==> src/rtl/uart_sched_pkg.sv <==
// Shared types and constants for the UART transmit scheduler.
package uart_sched_pkg;
  typedef enum logic [1:0] {IDLE, SEND, WAIT_BUSY, WAIT_DONE} sched_state_t;
  localparam logic [3:0] HDR_MAGIC = 4'hA;
endpackage

==> src/rtl/uart_tx_scheduler_rr_arbiter.sv <==
// Combinational round-robin arbiter: search begins one past the last grant and wraps.
module rr_arbiter #(
  parameter int N = 4,
  localparam int IW = $clog2(N)
) (
  input  logic [N-1:0]  req,
  input  logic [IW-1:0] last,
  output logic [N-1:0]  grant_onehot,
  output logic [IW-1:0] grant_idx,
  output logic          any
);

  always_comb begin
    int idx;
    idx          = 0;
    grant_onehot = '0;
    grant_idx    = '0;
    any          = 1'b0;
    for (int k = 1; k <= N; k++) begin
      idx = int'(last) + k;
      if (idx >= N) idx = idx - N;
      if (!any && req[IW'(idx)]) begin
        any                       = 1'b1;
        grant_onehot[IW'(idx)]    = 1'b1;
        grant_idx                 = IW'(idx);
      end
    end
  end

endmodule

==> src/rtl/uart_tx_scheduler.sv <==
// Shares one UART transmitter among NUM_REQ requesters; each grant sends a
// header byte {A, requester} followed by the captured word, LSB first.
module uart_tx_scheduler
  import uart_sched_pkg::*;
#(
  parameter int NUM_REQ    = 4,
  parameter int WORD_BYTES = 8
) (
  input  logic                            clk_in,
  input  logic                            rst_n_in,
  input  logic [NUM_REQ-1:0]              req_valid_in,
  input  logic [NUM_REQ*WORD_BYTES*8-1:0] req_data_in,
  output logic [NUM_REQ-1:0]              req_ready_out,
  input  logic                            tx_busy_in,
  output logic [7:0]                      tx_byte_out,
  output logic                            tx_trigger_out,
  output logic                            idle_out
);

  localparam int W  = WORD_BYTES * 8;
  localparam int IW = $clog2(NUM_REQ);
  localparam int BW = $clog2(WORD_BYTES + 1);

  sched_state_t      state_q;
  logic [W-1:0]      shift_q;
  logic [BW-1:0]     byte_idx_q;
  logic [IW-1:0]     last_grant_q;
  logic              trig_q;
  logic [7:0]        byte_q;

  logic [NUM_REQ-1:0] grant_onehot;
  logic [IW-1:0]      grant_idx;
  logic               grant_any;
  logic [W-1:0]       win_word;

  rr_arbiter #(.N(NUM_REQ)) u_arb (
    .req          (req_valid_in),
    .last         (last_grant_q),
    .grant_onehot (grant_onehot),
    .grant_idx    (grant_idx),
    .any          (grant_any)
  );

  assign win_word = req_data_in[int'(grant_idx)*W +: W];

  // Ready is held low during reset even if the state decode says IDLE.
  assign req_ready_out  = (state_q == IDLE && rst_n_in) ? grant_onehot : '0;
  assign idle_out       = (state_q == IDLE);
  assign tx_trigger_out = trig_q;
  assign tx_byte_out    = byte_q;

  always_ff @(posedge clk_in or negedge rst_n_in) begin
    if (!rst_n_in) begin
      state_q      <= IDLE;
      shift_q      <= '0;
      byte_idx_q   <= '0;
      last_grant_q <= IW'(NUM_REQ - 1);
      trig_q       <= 1'b0;
      byte_q       <= 8'h00;
    end else begin
      trig_q <= 1'b0;
      case (state_q)
        IDLE: begin
          if (grant_any) begin
            shift_q      <= win_word;
            byte_idx_q   <= '0;
            last_grant_q <= grant_idx;
            byte_q       <= {HDR_MAGIC, 4'(grant_idx)};
            trig_q       <= 1'b1;
            state_q      <= SEND;
          end
        end
        SEND: state_q <= WAIT_BUSY;
        WAIT_BUSY: begin
          if (tx_busy_in) state_q <= WAIT_DONE;
        end
        WAIT_DONE: begin
          if (!tx_busy_in) begin
            if (byte_idx_q == BW'(WORD_BYTES)) begin
              state_q <= IDLE;
            end else begin
              // Payload byte byte_idx sits at the bottom of the shift register.
              byte_idx_q <= byte_idx_q + BW'(1);
              byte_q     <= shift_q[7:0];
              shift_q    <= shift_q >> 8;
              trig_q     <= 1'b1;
              state_q    <= SEND;
            end
          end
        end
        default: state_q <= IDLE;
      endcase
    end
  end

endmodule
==> config.mk <==
export PLATFORM = sky130hd
export DESIGN_NAME = uart_tx_scheduler
export DESIGN_NICKNAME = d
export VERILOG_FILES = /design/src/rtl/uart_sched_pkg.sv /design/src/rtl/uart_tx_scheduler_rr_arbiter.sv /design/src/rtl/uart_tx_scheduler.sv
export SDC_FILE = /design/constraint.sdc
export NUM_CORES = 1
export LEC_CHECK = 0
export ABC_CLOCK_PERIOD_IN_PS = 4240
export CORE_MARGIN = 4
export CORE_UTILIZATION = 45
export CTS_CLUSTER_SIZE = 12
export DETAILED_ROUTE_END_ITERATION = 10
export GPL_TIMING_DRIVEN = 1
export PLACE_DENSITY_LB_ADDON = 0.1
export REMOVE_ABC_BUFFERS = 1
export SYNTH_ARGS = -nofsm -noshare
export SYNTH_HDL_FRONTEND = slang
export SYNTH_SLANG_ARGS = --single-unit
==> constraint.sdc <==
create_clock -name clk_in -period 4.24 [get_ports clk_in]
set_input_delay 0.424 -clock clk_in [delete_from_list [all_inputs] [get_ports clk_in]]
set_output_delay 0.424 -clock clk_in [all_outputs]
set_load 0.01 [all_outputs]
* After elaboration in Yosys (flattened, before gate mapping)
Index checks and enable logic that the tools add are counted.
** Cells by class
- Add/sub/neg operators :: 9
- Magnitude comparators :: 12
- Equality and inequality tests :: 8
- Shift operators :: 1
- Mux-type cells :: 58
- Bitwise operators :: 3
- Reduce and logical (&&, ||, !) cells :: 16
** Operator list (number)
- $shiftx A256 B9 Y64 :: 1
- $mux W64 :: 3
- $pmux W64 S2 :: 1
- $mux W4 :: 8
- $mux W8 :: 3
- $mux W2 :: 11
- $mux W1 :: 20
- $lt A2 B4 Y1 const B :: 4
- $pmux W8 S2 :: 1
- $or A4 B4 Y4 :: 3
- $ge A3 B3 Y1 const B :: 3
- $bmux W1 S2 :: 4
- $demux W1 S2 :: 4
- $ge A2 B1 Y1 const B :: 4
- $logic_and A1 B1 Y1 :: 8
- $pmux W2 S4 :: 1
- $pmux W4 S2 :: 1
- $sub A2 B1 Y2 const B :: 4
- $add A2 B2 Y3 const B :: 2
- $ne A2 B2 Y1 const B :: 3
- $add A2 B3 Y4 const B :: 1
- $add A4 B1 Y4 const B :: 1
- $eq A2 B2 Y1 const B :: 2
- $eq A4 B4 Y1 const B :: 1
- 11 further kinds :: 13
** Word-level totals
- Register bits after elaboration :: 81
- Bits of input ports :: 263
- Logic and storage cells :: 113

* Depth between registers and ports, before layout
- Depth in word-level cells :: 19
- Gate-level depth with buffers :: 13
- Gate-level depth less buffers :: 8

* Cells and area by module
From an unflattened synthesis, not the netlist that was laid out.
** Second synthesis, totals
- Cell total of the unflattened synthesis :: 552
- Area, all modules :: 6386.1 um^2
** By module, submodules not included
- uart_tx_scheduler :: times used 1, cells an instance 499, area an instance 5908.2 um^2, sequential area each 2029.4 um^2
- rr_arbiter :: times used 1, cells an instance 53, area an instance 478.0 um^2, sequential area each 0.0 um^2

* Worst setup path after synthesis
No wires, ideal clock.
- Kind :: reg2out
- Start :: reg last_grant_q[0]
- End :: out req_ready_out[2]
- Data arrival time :: 3215 ps
- Required time :: 3816 ps
- Path slack :: 601 ps
- Stages on the path, launching flop included :: 14
- Buffers on the path :: 5
- Cells stage by stage :: dfstp_2 > buf_2 > inv_2 > clkbuf_1 > ha_1 > clkbuf_1 > mux2i_1 > mux2_2 > clkbuf_1 > clkbuf_1 > and3b_1 > o21a_1 > nand2_1 > a21oi_1
** Between the ends
- Word-level cells in the longest chain between the ends :: 17
- Elaborated cells between the ends (all ways) :: 65
- Classes of those cells :: 8 x add/sub; 12 x order compare; 32 x mux; 3 x bitwise; 10 x reduce/logical
** RTL lines
- from (decl) :: line uart_tx_scheduler.sv:27 : logic [IW-1:0] last_grant_q;
- from (signal assigned) :: line uart_tx_scheduler.sv:57 : last_grant_q <= IW'(NUM_REQ - 1);
- from (signal assigned) :: line uart_tx_scheduler.sv:67 : last_grant_q <= grant_idx;
- parallel branches: the longest is 15 deep, another holds $lt A2 B4 Y1
- $mux W4 (*) :: line uart_tx_scheduler_rr_arbiter.sv:22 : if (!any && req[IW'(idx)]) begin
- $mux W4 (*) :: line uart_tx_scheduler.sv:47 : assign req_ready_out = (state_q == IDLE && rst_n_in) ? grant_onehot : '0;
- to (decl) :: line uart_tx_scheduler.sv:13 : output logic [NUM_REQ-1:0] req_ready_out,
Every way passes the cells marked *. The select of a mux whose other input is x is not followed.

* Worst setup path after layout
- Start :: reg last_grant_q[1]
- End :: out req_ready_out[3]
The elaborated chain is that of the path after synthesis.

==> metrics.md <==
| Metric | Value |
|---|---|
| WL/cell | around 21 um |
| Outcome | complete, no violations |
| Global routing met2 resource utilization | 47.8% |
| Fin. max-slew vios | 0 |
| Post-synth cell types | 55 |
| Sink Count | a little over 80 |
| Crit-path max FO | 12 |
| Setup_tns | 0 ns |
| Clock power share | ~12% |
| Most frequent cells in the layout | clkdlybuf4s50_1, mux2i_1, dfrtp_1 |
| Post-layout net count | approximately 1.3k |
| CTS buffer count | 9 |
| Rel. slew slack | a little under a third |
| Postcts setup bufs | 0 |
| DR iter-0 viols | about 620 |
| Mapped Cells | between 700 and 800 |
| Critical path arrival | 3.51 ns |
| H-tree levels | 3 |
| Die ar. | 0.0172 mm2 |
| Minimum clock period | between 3 and 4 ns |
| GR Layer Usage met1 | between 30% and 40% |
| Worst-path clk slew | about 0.06 ns |
| CTS tree | yes |
| Largest net degree at the start of global routing | between 60 and 70 |
| Hold WS | about 0.05 ns |
| Fmax | 254 MHz |
| Gp weighted congestion | roughly 0.86 |
| Leakage Power | roughly 4.3 nW |
| Worst setup EP type | output port |
| IO Count | 277 |
| Sw Share | 46.5% |
| Final antenna-violating net count | 0 |
| Worst setup path category | flip-flop to output port |
| CP max stage delay | roughly 0.67 ns |
| Final WL | approximately 25,000 um |
| # diodes | 0 |
| Flop and latch count out of synthesis | 81 |
| CP max-delay cell | dfstp_2 |
| Power Total | 7.27 mW |
| DRC viols | 0 |
| Global routing met3 resource utilization | around 5.7% |
| Post-route clock period utilization | approximately 93% |
| Chip width | between 100 and 150 um |
| Filler cells | 1,182 |
| HP Class | input port to asynchronous set/reset pin |
| Pre-antenna DRT Iters | 6 |
| Area added between synthesis and finish | 46.5% |
| Initial Util | 46.6% |
| RSZ-0062 raised after global routing | no |
| Cell Pwr Density | roughly 730 mW/mm2 |
| Core area | 0.0147 mm2 |
| Vias/cell | around 6.3 |
| P_sw | around 3.4 mW |
| Vias after detailed routing | 7,368 |
| CTS max path bufs | 2 |
| Crit-path cells | inv_1 -> ha_4 -> mux4_2 -> nor2b_4 -> and3b_1 -> o21a_1 -> nand2_1 -> a21oi_1 -> clkdlybuf4s50_1 |
| Final setup viols | 0 |
| Post-synth EDFFs | 0 |
| Clock skew | ~0.0068 ns |
| Startpoint Class | flip-flop |
| Max VDD drop | about 0.00049 V |
| Worst slew pin tran | about 1.0 ns |
| Commonest non-fill, non-tap cell in the layout | clkdlybuf4s50_1 |
| Max-cap violation count | 0 |
| Ys async rst share | 100% |
| Seq/Total Area, Yosys | between 20% and 30% |
| Vias in the first global route | roughly 7.6k |
| Row cnt | 44 |
| Initial antenna violation count | 0 |
| Share of layout cells above drive strength 1 | 7.14% |
| Sequential power share | 18.8% |
| Internal | about 3.9 mW |
| Endpoints failing hold | 0 |
| Final core utilization | between 60% and 70% |
| Clock insertion delay at the later pin of the skew report | 0.34 ns |
| Number of port buffers | roughly 280 |
| Total track usage | 27.2% |
| CTS root buf | clkbuf_16 |
| Ys Warns | 0 |
| First-pass GRT wire length | 38,700 um |
| Gate power share | 69.6% |
| Required @ worst endpoint | between 3 and 4 ns |
| Ys flop type | dfrtp_1 |
| Syn Std Cell Area | about 0.007 mm2 |
| Total grt overflow | 0 |
| Gr busiest metal | met2 |
| Die Y-Extent | between 100 and 150 um |
| Post-Syn Area per Cell | 9.16 um2 |
| Final HPWL DP | around 17,000 um |
[state kept, by name, summed over array words and instances (netlist names)]
signal and flops:
last_grant_q 2, byte_idx_q 4, tx_trigger_out 1, shift_q 64, tx_byte_out 8, state_q 2
[worst paths after layout]
check                                    to  slack [ns]  depth (start not counted)             from
min reg2reg                  tx_byte_out[2]        0.47                          2   tx_byte_out[2]
min in group clk_in          tx_byte_out[2]        0.47                          2   tx_byte_out[2]
max reg2reg                     shift_q[26]        0.55                          8  last_grant_q[1]
min                          tx_byte_out[4]        0.05                          1         rst_n_in
max                        req_ready_out[3]        0.30                          9  last_grant_q[1]
max in group asynchronous    tx_byte_out[6]        3.17                          2         rst_n_in
[final cells by class]
| cell class | count | area (um2) | share of cell area [%] |
|---|---|---|---|
| clock inverter | 6 | 90.1 | 0.899 |
| multi-input combinational | 579 | 4480 | 44.7 |
| tap | 184 | 230 | 2.30 |
| clock buffer | 10 | 229 | 2.28 |
| inverter | 8 | 30.0 | 0.300 |
| timing repair buffer | 296 | 2940 | 29.3 |
| sequential | 81 | 2030 | 20.2 |
[metal layers]
layer	part of all wire [%]	wire [um]
met5	0	0
met4	3.4	844
met3	6.7	1660
met2	50	12300
met1	40	9930
[timing repair]
action / 4_1_cts / 5_1_grt
setup endpoints to repair: 0 / 4
gates resized for setup: 0 / 3
hold buffers: 0 / 0
[kinds of logic (layout without fill, tap and decap cells)]
group           count (synthesis)  after routing  share of synthesized area, %
flops                          81             81                          29.7
buf+inv                        87            320                          5.78
fa+ha+maj                      12             12                          2.19
xor+xnor                        2              2                         0.256
compound gates                284            284                          29.0
mux                           141            141                          21.5
simple gates                  140            140                          11.6
[Yosys cell counts (4+ instances only)]
cell | count | area share, %
o21ai_0 | 6 | 0.44
mux2i_1 | 120 | 18
nor2_1 | 11 | 0.60
o211ai_1 | 63 | 6.9
buf_6 | 5 | 0.82
nor2b_1 | 4 | 0.37
a21oi_1 | 56 | 4.1
inv_1 | 7 | 0.38
nand2_1 | 29 | 1.6
dfrtp_1 | 79 | 29
a211oi_1 | 13 | 1.4
mux2_2 | 16 | 2.6
and3_1 | 58 | 5.3
ha_1 | 12 | 2.2
nand3_1 | 6 | 0.44
o22ai_1 | 64 | 5.9
a211o_1 | 50 | 6.4
or3_1 | 13 | 1.2
buf_2 | 16 | 1.2
clkbuf_1 | 53 | 2.9
a22oi_1 | 14 | 1.5
[power by group through the flow]
stage	Sequential [mW]	Clock (mW)	Combinational (mW)
2_1_floorplan	1.36	0	3.56
3_3_place_gp	1.35	0	4.86
3_5_place_dp	1.37	0	4.98
4_1_cts	1.36	0.861	5.00
5_1_grt	1.41	0.893	5.44
6_report	1.37	0.846	5.06
[critical path: cells and delay by family (launching register included)]
kind	cells	cell delay (ns)
muxes	1	0.59
AOI/OAI and AO/OA	2	0.30
and+or+nand+nor	3	0.45
DFF	1	0.67
adders and majority gates	1	0.40
buffers and inverters	2	0.77
[stage by stage]
step,worst slack [ns],instances,instance area (um2)
finish,0.302,1164,10000
detailed placement,0.377,1148,9690
floorplan,-2.29,668,6480
global route,0.121,1164,10000
CTS,0.0239,1164,10000
global placement,0.476,1148,9690
No activity file was read; power rests on OpenSTA's default activity.
